--- src/rtl/motor_ctrl_pkg.sv ---
// Shared types and default constants for the motor start-up sequencer.
package motor_ctrl_pkg;

  // Encodings are visible on state_out and must stay fixed.
  typedef enum logic [2:0] {
    StIdle  = 3'd0,
    StAlign = 3'd1,
    StZero  = 3'd2,
    StRun   = 3'd3,
    StFault = 3'd4
  } mcu_state_t;

  localparam int unsigned ALIGN_TICKS_DEF = 100_000_000;
  localparam int unsigned ZERO_TICKS_DEF  = 5_000_000;
  localparam int unsigned LOOP_PERIOD_DEF = 50_000;

endpackage

--- src/rtl/loop_pulse_gen.sv ---
// Control-loop and filter strobe generator.
// Emits a one-cycle control_loop_pulse every LOOP_PERIOD cycles and a coincident
// filter_pulse on every FILTER_DIV-th loop pulse. While gate is low both counters
// are held at 0 and the strobes are suppressed, so the phase restarts when gate rises.
module loop_pulse_gen
  import motor_ctrl_pkg::*;
#(
  parameter int unsigned LOOP_PERIOD = LOOP_PERIOD_DEF,
  parameter int unsigned FILTER_DIV  = 1
) (
  input  logic clk,
  input  logic reset,
  input  logic gate,
  output logic control_loop_pulse,
  output logic filter_pulse
);

  localparam int unsigned CntW = $clog2(LOOP_PERIOD);
  localparam int unsigned DivW = $clog2(FILTER_DIV) + 1;

  logic [CntW-1:0] cnt_q;
  logic [DivW-1:0] div_q;
  logic            pulse_q;

  // Period counter, registered strobe and filter divider advancing on each strobe.
  always_ff @(posedge clk) begin
    if (reset || !gate) begin
      cnt_q   <= '0;
      div_q   <= '0;
      pulse_q <= 1'b0;
    end else begin
      pulse_q <= (cnt_q == '0);
      if (cnt_q == CntW'(LOOP_PERIOD - 1)) begin
        cnt_q <= '0;
      end else begin
        cnt_q <= cnt_q + 1'b1;
      end
      if (pulse_q) begin
        if (div_q == DivW'(FILTER_DIV - 1)) begin
          div_q <= '0;
        end else begin
          div_q <= div_q + 1'b1;
        end
      end
    end
  end

  // Gate also masks the outputs so strobes stop in the cycle the gate drops.
  assign control_loop_pulse = pulse_q & gate;
  assign filter_pulse       = pulse_q & gate & (div_q == '0);

endmodule

--- src/rtl/motor_startup_sequencer.sv ---
// Motor start-up sequencer: IDLE -> ALIGN -> ZERO -> RUN with stop and latched fault.
// Optional build macro MCU_LOOP_GATE_EN: when defined, loop/filter strobes run only
// in RUN and restart their phase on each RUN entry; otherwise they free-run from reset.
module motor_startup_sequencer
  import motor_ctrl_pkg::*;
#(
  parameter int unsigned ALIGN_TICKS = ALIGN_TICKS_DEF,
  parameter int unsigned ZERO_TICKS  = ZERO_TICKS_DEF,
  parameter int unsigned DELAY_W     = 32,
  parameter int unsigned LOOP_PERIOD = LOOP_PERIOD_DEF,
  parameter int unsigned FILTER_DIV  = 1,
  parameter int unsigned AUTO_START  = 1
) (
  input  logic       clk,
  input  logic       reset,
  input  logic       start,
  input  logic       stop,
  input  logic       fault,
  input  logic       clear_fault,
  output logic       reset_encoder_count,
  output logic       apply_initial_commutation,
  output logic       controller_override,
  output logic       commutation_enable,
  output logic       control_loop_pulse,
  output logic       filter_pulse,
  output logic       running,
  output logic       fault_latched,
  output logic [2:0] state_out
);

  mcu_state_t         state_q;
  logic [DELAY_W-1:0] dly_q;
  logic               loop_gate;

  // Sequencer FSM; delay counter is loaded with N-1 on entry so each phase lasts N cycles.
  always_ff @(posedge clk) begin
    if (reset) begin
      state_q <= StIdle;
      dly_q   <= '0;
    end else if (fault && (state_q != StFault)) begin
      state_q <= StFault;
    end else if (stop && ((state_q == StAlign) || (state_q == StZero) || (state_q == StRun))) begin
      state_q <= StIdle;
    end else begin
      case (state_q)
        StIdle: begin
          if (start || (AUTO_START != 0)) begin
            state_q <= StAlign;
            dly_q   <= DELAY_W'(ALIGN_TICKS - 1);
          end
        end
        StAlign: begin
          if (dly_q == '0) begin
            state_q <= StZero;
            dly_q   <= DELAY_W'(ZERO_TICKS - 1);
          end else begin
            dly_q <= dly_q - 1'b1;
          end
        end
        StZero: begin
          if (dly_q == '0) begin
            state_q <= StRun;
          end else begin
            dly_q <= dly_q - 1'b1;
          end
        end
        StRun: begin
          state_q <= StRun;
        end
        StFault: begin
          if (clear_fault && !fault) begin
            state_q <= StIdle;
          end
        end
        default: begin
          state_q <= StIdle;
        end
      endcase
    end
  end

`ifdef MCU_LOOP_GATE_EN
  assign loop_gate = (state_q == StRun);
`else
  assign loop_gate = 1'b1;
`endif

  loop_pulse_gen #(
    .LOOP_PERIOD (LOOP_PERIOD),
    .FILTER_DIV  (FILTER_DIV)
  ) u_loop_pulse_gen (
    .clk                (clk),
    .reset              (reset),
    .gate               (loop_gate),
    .control_loop_pulse (control_loop_pulse),
    .filter_pulse       (filter_pulse)
  );

  // Drive outputs decode the registered state directly, so they track it with no lag.
  assign reset_encoder_count       = (state_q == StZero);
  assign apply_initial_commutation = (state_q == StAlign);
  assign controller_override       = (state_q == StAlign);
  assign commutation_enable        = (state_q == StAlign) || (state_q == StRun);
  assign running                   = (state_q == StRun);
  assign fault_latched             = (state_q == StFault);
  assign state_out                 = state_q;

endmodule

--- config.mk ---
export PLATFORM = sky130hd
export DESIGN_NAME = motor_startup_sequencer
export DESIGN_NICKNAME = d
export VERILOG_FILES = /design/src/rtl/motor_ctrl_pkg.sv /design/src/rtl/loop_pulse_gen.sv /design/src/rtl/motor_startup_sequencer.sv
export SDC_FILE = /design/constraint.sdc
export NUM_CORES = 1
export LEC_CHECK = 0
export ABC_AREA = 0
export BUFFER_PORTS_ARGS = -buffer_cell sky130_fd_sc_hd__buf_2
export CAP_MARGIN = 10
export CELL_PAD_IN_SITES_DETAIL_PLACEMENT = 1
export CELL_PAD_IN_SITES_GLOBAL_PLACEMENT = 2
export CORE_UTILIZATION = 37
export CTS_CLUSTER_SIZE = 14
export DETAILED_ROUTE_END_ITERATION = 10
export HOLD_SLACK_MARGIN = 0.15
export PLACE_DENSITY = 0.9
export RECOVER_POWER = 100
export SLEW_MARGIN = 20
export SYNTH_ARGS = -nofsm -noshare
export SYNTH_HDL_FRONTEND = slang
export SYNTH_SLANG_ARGS = --single-unit
--- constraint.sdc ---
create_clock -name clk -period 3.29 [get_ports clk]
set_input_delay 0.1645 -clock clk [delete_from_list [all_inputs] [get_ports clk]]
set_output_delay 0.1645 -clock clk [all_outputs]
set_load 0.05 [all_outputs]
==> results of run 1 <==
## path summary, 6_finish.rpt
check | start | to | slack [ns] | depth (start not counted)
setup / recovery | dly_q[0]$_SDFFE_PP0P_ | dly_q[21]$_SDFFE_PP0P_ | 0.40 | 8
hold reg to reg | u_loop_pulse_gen.cnt_q[0]$_SDFF_PP0_ | u_loop_pulse_gen.cnt_q[0]$_SDFF_PP0_ | 0.47 | 1
setup reg to reg | dly_q[0]$_SDFFE_PP0P_ | dly_q[21]$_SDFFE_PP0P_ | 0.40 | 8
hold / removal | stop | state_out[1]$_SDFFE_PP0P_ | 0.18 | 4
## metrics by stage
stage | hold WS (ns) | utilization [%] | setup WS [ns]
2_1_floorplan | 0.282 | - | 0.210
5_1_grt | 0.199 | 42.5 | 0.257
6_report | 0.179 | 42.5 | 0.397
4_1_cts | 0.179 | 43.2 | 0.555
3_3_place_gp | 0.438 | 41.6 | 0.610
3_5_place_dp | 0.443 | 41.6 | 0.577
## cell type report
cell class | instances | area (um^2)
repair buffers | 27 | 143
clock inverters | 3 | 25.0
clock buffers | 5 | 68.8
flip-flops and latches | 52 | 1040
well taps | 99 | 124
inverters | 14 | 52.6
multi-input cells | 270 | 1690
fillers | 916 | 4260
## layout by cell type, fill, tap and decap left out, drive strengths merged, types with 3 or more instances in the layout
master,n
a211oi,3
a21oi,20
a31oi,4
a32o,6
and2,3
and3,5
and4,5
buf,10
clkbuf,20
dfxtp,52
ha,3
inv,16
nand2,18
nand3,19
nand4,9
nor2,31
nor2b,3
nor3,28
nor4,13
o211ai,5
o21ai,10
o311ai,7
o31ai,8
o32ai,4
o41ai,3
or3,13
or4,12
xnor2,4
xor2,8
## routing by layer
metal	share of wire [%]	wire, um	track usage [%]
met1	46	3910	27.9
met4	1.9	160	7.80
met3	3.9	330	3.20
met5	0	0	0
met2	48	4130	36.7
## power by group through the flow
stage | sequential [mW] | combinational [mW] | clock, mW
global route | 0.710 | 0.309 | 0.438
global placement | 0.715 | 0.274 | 0
floorplan | 0.715 | 0.205 | 0
CTS | 0.703 | 0.286 | 0.417
detailed placement | 0.717 | 0.283 | 0
finish | 0.704 | 0.281 | 0.409
## critical path, cell delays in order (launching register included)
cell	delay [ns]
dfxtp_1	0.36
inv_1	0.07
ha_1	0.20
or3b_2	0.56
or3_1	0.49
nor4_1	0.42
clkbuf_2	0.38
a211oi_1	0.09
o32ai_1	0.24
## cells by family (layout without fill, tap and decap cells)
group | after synthesis | in the layout
compound gates | 85 | 85
xor+xnor | 12 | 12
fa+ha+maj | 4 | 4
buf+inv | 37 | 49
flops | 52 | 52
mux | 1 | 1
simple gates | 168 | 168
## state kept, by name, indices dropped and copies added, names as in the netlist
signal / count
state_out: 3
dly_q: 32
u_loop_pulse_gen.pulse_q: 1
u_loop_pulse_gen.cnt_q: 16
==> reports/results.txt, run 1 <==
CP Max Fanout - 16
Detailed Route WL - 8520 um
Mapped Cells - 359
Final Instance Count excl. Fillers - 470
n_diodes - 0
Sw Pwr - 0.482 mW
top-count cell post-synth - dfxtp_1
Clock power frac - 29.3%
Crit. End Element - flip-flop
number of max-cap violations - 0
largest family of logic cells by synthesized area - simple AND/OR/NAND/NOR gates
P_int - 0.912 mW
CP required - 3.52 ns
# resized after CTS - 0
Synth cell types - 51
Synth Register Bits - 52
Hold Vio Cnt, Final - 0
Clock transition at path regs - 0.10 ns
Logic pwr share - 20.2%
vias in the first global route - 2889
Mapped Nets - 368
Setup-failing EPs final - 0
Power Total - 1.39 mW
Skew-Pair Late Insertion Delay - 0.33 ns
Avg Cell Area, Syn - 8.10 um^2
Core Footprint - 7410 um^2
Crit Path Class - flip-flop to flip-flop
via count - 2926
I/O Buffers - 15
Post-Synth XOR/XNOR Area - 3.61%
DRT Pass-1 Iters - 4
Post-synth EDFFs - 0
die area - 8220 um^2
Most used DFF post-synth - dfxtp_1
synthesized area - 2910 um^2
post-route cell area - 3150 um^2
final antenna-violating net count - 0
Yosys top cell area share - 35.8%
Slew Viols, Final - 0
Root Buffer - clkbuf_8
Max rail drop VDD - 0.000197 V
Slew headroom - 8.29%
Layout Area Growth over Synthesis - 8.26%
CP arrival - 3.13 ns
Cell Rows - 31
portion of total power attributed to sequential cells - 50.5%
Vias per Instance - 6.23
# H-tree levels - 2
DPL Wire Length - 6110 um
Setup TNS - 0 ns
largest net degree at the start of global routing - 27
synth warn - 0
top cells by area, synth - dfxtp_1 (36%), nor3_1 (4.8%), nor2_1 (4.0%)
fin crit share - 87.9%
Die Y - 90.7 um
Final Net Count - 379
largest area contributor in the netlist - dfxtp_1
status - finished, final reports clean
fmax - 346 MHz
Commonest cells post-synth - dfxtp_1 (52), nor2_1 (31), nor3_1 (28), a21oi_1 (20), nand3_1 (19)
Top Ports - 17
total track usage - 21.7%
RD Place Congestion - 0.784
Slew @ Worst Pin - 1.36 ns
drt initial violations - 119
FFs w/ async S/R, synth - 0%
CTS tree - done
hold_buf cts - 2
Post-Synth Simple-Gate Area - 31.8%
share of cells above drive strength 1 - 6.20%
initial antenna violation count - 0
Fin Clk Skew - 0.0118 ns
post-CTS setup buffers - 0
pwr/cell area - 443 nW/um^2
Hold WC Path Type - input port to flip-flop
routed len/inst - 18.1 um
Bufs on Longest Clock Path - 2
Synth Area in Adders - 1.64%
# clock sinks - 52
Critical Path Start Type - flip-flop
Overflow after GRT - 0
die width - 90.7 um
Lkg Pwr - 1.07 nW
Seq/Total Area, Yosys - 35.8%
Initial Utilization - 39.3%
Num CTS Buffers - 5
DRC - 0
RSZ-0062 raised after global routing - no
Compound-Gate Fraction of Synth Area - 21.2%
Sw Share - 34.6%
Post-DP Area - 3080 um^2
mux cell area share after synthesis - 0.344%
post-layout minimum cycle time - 2.89 ns
first-pass GRT wire length - 14400 um
placed cells - 460
(Power assumes the default switching activity.)
==> run 2, diff against run 1 <==
CORE_UTILIZATION = 39   (was 37)
PLACE_DENSITY = 0.93   (was 0.9)
clock period = 3.6 ns   (was 3.29 ns; I/O delays follow)
==> run 2 against run 1 <==
Die area down 5.0%. Global-route usage grew 1.1 points. Clock skew up 0.0012 ns. Routed wire length increased by 0.39%. Sequential share of layout area increased by 0.22 points. Worst hold slack got worse by 0.016 ns. Critical endpoint is now dly_q[20]$_SDFFE_PP0P_.
==> reports/results.txt, run 2 (synthesis results as in run 1) <==
status - finished, final reports clean
total track usage - 22.8%
Hold WC Path Type - input port to flip-flop
# H-tree levels - 2
Vias per Instance - 6.22
I/O Buffers - 15
DRT Pass-1 Iters - 4
Lkg Pwr - 1.06 nW
number of fill cells - 921
Final Net Count - 377
Detailed Route WL - 8560 um
Die Y - 88.3 um
Max rail drop VDD - 0.000213 V
Setup TNS - 0 ns
Critical Path Start Type - flip-flop
vias in the first global route - 2807
Core Footprint - 7210 um^2
Layout Area Growth over Synthesis - 7.53%
final antenna-violating net count - 0
# clock sinks - 52
CP arrival - 3.28 ns
number of max-cap violations - 0
Fin Clk Skew - 0.0130 ns
Initial Utilization - 40.3%
most common cell after layout, fill and taps aside - dfxtp_1
initial antenna violation count - 0
Slew headroom - 34.3%
max reg flops - 32
Final Util - 43.3%
Clock transition at path regs - 0.10 ns
die area - 7800 um^2
Slew @ Worst Pin - 0.973 ns
Power Total - 1.26 mW
CP Cell Sequence - nor4_1, nand4_1, nor4_1, clkbuf_1, nor4_1, o32ai_2
RSZ-0062 raised after global routing - no
Post-DP Area - 3080 um^2
n_diodes - 0
RD Place Congestion - 0.787
Setup-failing EPs final - 0
CP Buf/Inv Count - 1
portion of total power attributed to sequential cells - 51.2%
fmax - 327 MHz
post-route cell area - 3130 um^2
Most common cell on crit path - nor4_1
via count - 2912
CP required - 3.82 ns
post-layout minimum cycle time - 3.06 ns
Top Ports - 17
CP Max Fanout - 13
die width - 88.3 um
Sw Pwr - 0.427 mW
Hold Vio Cnt, Final - 0
Sw Share - 34.0%
share of cells above drive strength 1 - 5.42%
P_int - 0.828 mW
largest net degree at the start of global routing - 27
Crit Path Class - flip-flop to flip-flop
family with the most delay on the worst path - simple AND/OR/NAND/NOR gates
DPL Wire Length - 6130 um
CP max-delay cell - nor4_1
Num CTS Buffers - 5
# resized after CTS - 0
Clock power frac - 28.6%
Cell Rows - 31
drt initial violations - 140
Root Buffer - clkbuf_8
fin crit share - 85.0%
most frequent cells in the layout - dfxtp_1 (52), nor2_1 (31), nor3_1 (27), a21oi_1 (20), nand3_1 (19)
Logic pwr share - 20.2%
CTS tree - done
Crit. End Element - flip-flop
Reg with most FFs - dly_q
Skew-Pair Late Insertion Delay - 0.31 ns
Overflow after GRT - 0
DRC - 0
pwr/cell area - 401 nW/um^2
first-pass GRT wire length - 13900 um
routed len/inst - 18.3 um
Slew Viols, Final - 0
slowest cell delay on critical path - 0.75 ns
Bufs on Longest Clock Path - 2
==> run 2: worst reg2reg max path, stage by stage (launching register included) <==
cell and delay, ns:
dfxtp_1 0.36, nor4_1 0.75, nand4_1 0.50, nor4_1 0.45, clkbuf_1 0.55, nor4_1 0.14
o32ai_2 0.23
==> run 2: final timing paths <==
| path | slack [ns] | startpoint | endpoint | depth (start not counted) |
|---|---|---|---|---|
| min reg2reg | 0.49 | u_loop_pulse_gen.cnt_q[0]$_SDFF_PP0_ | u_loop_pulse_gen.cnt_q[0]$_SDFF_PP0_ | 1 |
| max reg2reg | 0.54 | dly_q[12]$_SDFFE_PP0P_ | dly_q[20]$_SDFFE_PP0P_ | 6 |
| max | 0.54 | dly_q[12]$_SDFFE_PP0P_ | dly_q[20]$_SDFFE_PP0P_ | 6 |
| min | 0.16 | clear_fault | state_out[2]$_SDFFE_PP0P_ | 4 |
==> run 2: power groups by stage <==
stage	Combinational (mW)	Sequential (mW)	Clock [mW]
final	0.253	0.643	0.359
after global routing	0.277	0.650	0.397
after CTS	0.257	0.643	0.372
after detailed placement	0.254	0.655	0
after global placement	0.247	0.653	0
after floorplan	0.187	0.653	0
==> run 2: cell type report <==
cell class,count,area [um^2],share of cell area (%)
multi-input cells,270,1690,54.2
clock inverters,3,26.3,0.840
flip-flops and latches,52,1040,33.3
well taps,99,124,3.96
clock buffers,5,68.8,2.20
inverters,14,52.6,1.68
repair buffers,25,120,3.84
==> run 2: through the flow <==
| step | setup slack (ns) | hold WS (ns) | instances |
|---|---|---|---|
| 5_1_grt | 0.338 | 0.201 | 468 |
| 6_report | 0.540 | 0.163 | 468 |
| 4_1_cts | 0.787 | 0.159 | 468 |
| 3_3_place_gp | 0.863 | 0.442 | 459 |
| 3_5_place_dp | 0.837 | 0.453 | 459 |
| 2_1_floorplan | 0.520 | 0.297 | 359 |
==> run 2: layer usage <==
layer	up-vias	global-route usage [%]	wire length [um]
met3	14	4.01	284
met2	61	39.7	4230
met4	0	6.60	153
li1	1391	-	-
met1	1446	28.9	3890
met5	-	0	0
==> run 2: what timing repair did <==
item                      in CTS  in global routing
hold buffers                   1                  0
setup buffers                  0                  0
hold endpoints to repair       1                  0
==> run 3, diff against run 2 <==
CORE_UTILIZATION = 41   (was 39)
CTS_BUF_LIST = sky130_fd_sc_hd__clkbuf_4   (was not set)
PLACE_DENSITY = 0.95   (was 0.93)
SKIP_CTS_REPAIR_TIMING = 1   (was not set)
==> run 3 against run 2 <==
Die area shrank 4.8%. Critical path type unchanged. Critical path depth increased by 2. Setup slack worse by 0.16 ns. First-iteration DRC count shrank 14%. Register-to-register slack worse by 0.16 ns. Clock power fell by 20%. Non-clock buffer count increased by 4. Global-route usage up 0.61 points. Flip-flop and latch count unchanged. Via count rose by 0.21%.
==> reports/results.txt, run 3 (synthesis results as in run 1) <==
area of the multi-input gates - 1710 um^2
Slew @ Worst Pin - 1.20 ns
Bufs on Longest Clock Path - 2
Setup TNS - 0 ns
Layout Area Growth over Synthesis - 8.30%
final antenna-violating net count - 0
Hold Path Cell Cnt - 2
Clock power frac - 24.0%
initial antenna violation count - 0
Logic pwr share - 22.4%
portion of total power attributed to sequential cells - 53.6%
fin crit share - 89.4%
Clock transition at path regs - 0.16 ns
Sw Pwr - 0.420 mW
Initial Utilization - 42.6%
Overflow after GRT - 0
register area - 1040 um^2
worst hold slack - 0.283 ns
Lkg Pwr - 1.07 nW
Most common cell on crit path - nor3_1
Fin Clk Skew - 0.0207 ns
DRC - 0
Final Net Count - 381
die width - 86.2 um
CTS tree - done
Cell Rows - 30
Final Util - 46.1%
CP max-delay cell - or3b_2
post-layout minimum cycle time - 3.22 ns
drt initial violations - 121
Hold WC Path Type - input port to flip-flop
CP arrival - 3.51 ns
DPL Wire Length - 6120 um
CP Cell Sequence - inv_1, ha_1, or3b_2, or3_1, nor3_1, clkbuf_1, nor3_1, a221oi_1
RD Place Congestion - 0.848
P_int - 0.778 mW
routed len/inst - 18.0 um
n_diodes - 0
status - finished, final reports clean
CP required - 3.89 ns
pwr/cell area - 380 nW/um^2
Vias per Instance - 6.22
Slew headroom - 18.8%
CP Max Fanout - 11
slowest cell delay on critical path - 0.56 ns
Sw Share - 35.0%
most common cell after layout, fill and taps aside - dfxtp_1
number of max-cap violations - 0
CP Buf/Inv Count - 2
DRT Pass-1 Iters - 4
fmax - 311 MHz
max reg flops - 32
via count - 2918
flop-to-flop setup slack - 0.38 ns
Setup-failing EPs final - 0
I/O Buffers - 15
Num CTS Buffers - 5
most frequent cells in the layout - dfxtp_1 (52), nor2_1 (31), nor3_1 (27), a21oi_1 (20), nand3_1 (19)
WP depth - 8
Hold Vio Cnt, Final - 0
total track usage - 23.5%
Top Ports - 17
vias in the first global route - 2881
Detailed Route WL - 8430 um
Critical Path Start Type - flip-flop
RSZ-0062 raised after global routing - no
Max rail drop VDD - 0.000178 V
largest net degree at the start of global routing - 27
share of cells above drive strength 1 - 6.70%
number of fill cells - 875
die area - 7430 um^2
family with the most delay on the worst path - simple AND/OR/NAND/NOR gates
Skew-Pair Late Insertion Delay - 0.38 ns
Core Footprint - 6830 um^2
# clock sinks - 52
Crit. End Element - flip-flop
Worst R2R Path Depth - 8
Die Y - 86.2 um
Slew Viols, Final - 0
first-pass GRT wire length - 14000 um
Reg with most FFs - dly_q
Root Buffer - clkbuf_4
Crit Path Class - flip-flop to flip-flop
# H-tree levels - 2
## run 3: final cells by class
cell class	count	share of cell area (%)
multi-input cells	270	54.3
flip-flops and latches	52	33.1
repair buffers	29	5.16
well taps	96	3.81
inverters	14	1.67
clock buffers	5	1.19
clock inverters	3	0.834
## run 3: worst register-to-register path, delay by kind of cell, from the launching register on
family                     cells  cell delay [ns]
DFF                            1             0.38
AOI/OAI and AO/OA              1             0.33
adders and majority gates      1             0.20
and+or+nand+nor                4             1.62
buffers and inverters          2             0.61
## run 3: final timing paths
path	from	end
worst min-delay path	reset	state_out[2]$_SDFFE_PP0P_
worst min register to register	u_loop_pulse_gen.cnt_q[0]$_SDFF_PP0_	u_loop_pulse_gen.cnt_q[0]$_SDFF_PP0_
worst max register to register	dly_q[0]$_SDFFE_PP0P_	dly_q[3]$_SDFFE_PP0P_
worst max-delay path	dly_q[0]$_SDFFE_PP0P_	dly_q[3]$_SDFFE_PP0P_
## run 3: power by group through the flow
stage / Combinational, mW / Clock (mW) / Sequential (mW)
finish: 0.268 / 0.287 / 0.643
global route: 0.291 / 0.322 / 0.648
CTS: 0.266 / 0.299 / 0.642
detailed placement: 0.265 / 0 / 0.654
global placement: 0.255 / 0 / 0.652
floorplan: 0.187 / 0 / 0.653
## run 3: through the flow
step                      setup slack (ns)  total power, mW  instances  cell area [um^2]
after detailed placement             0.649            0.919        458              3090
after global routing                 0.249             1.26        469              3150
after CTS                            0.617             1.21        466              3150
after global placement               0.732            0.907        458              3090
final                                0.382             1.20        469              3150
after floorplan                      0.520            0.840        359              2910
## run 3: routing by layer
| metal | up-vias | global-route usage [%] | part of all wire [%] |
|---|---|---|---|
| met4 | 0 | 7.73 | 1.3 |
| met2 | 58 | 42.0 | 50 |
| met5 | - | 0 | 0 |
| met1 | 1443 | 29.3 | 46 |
| li1 | 1406 | - | - |
| met3 | 11 | 2.57 | 3.1 |
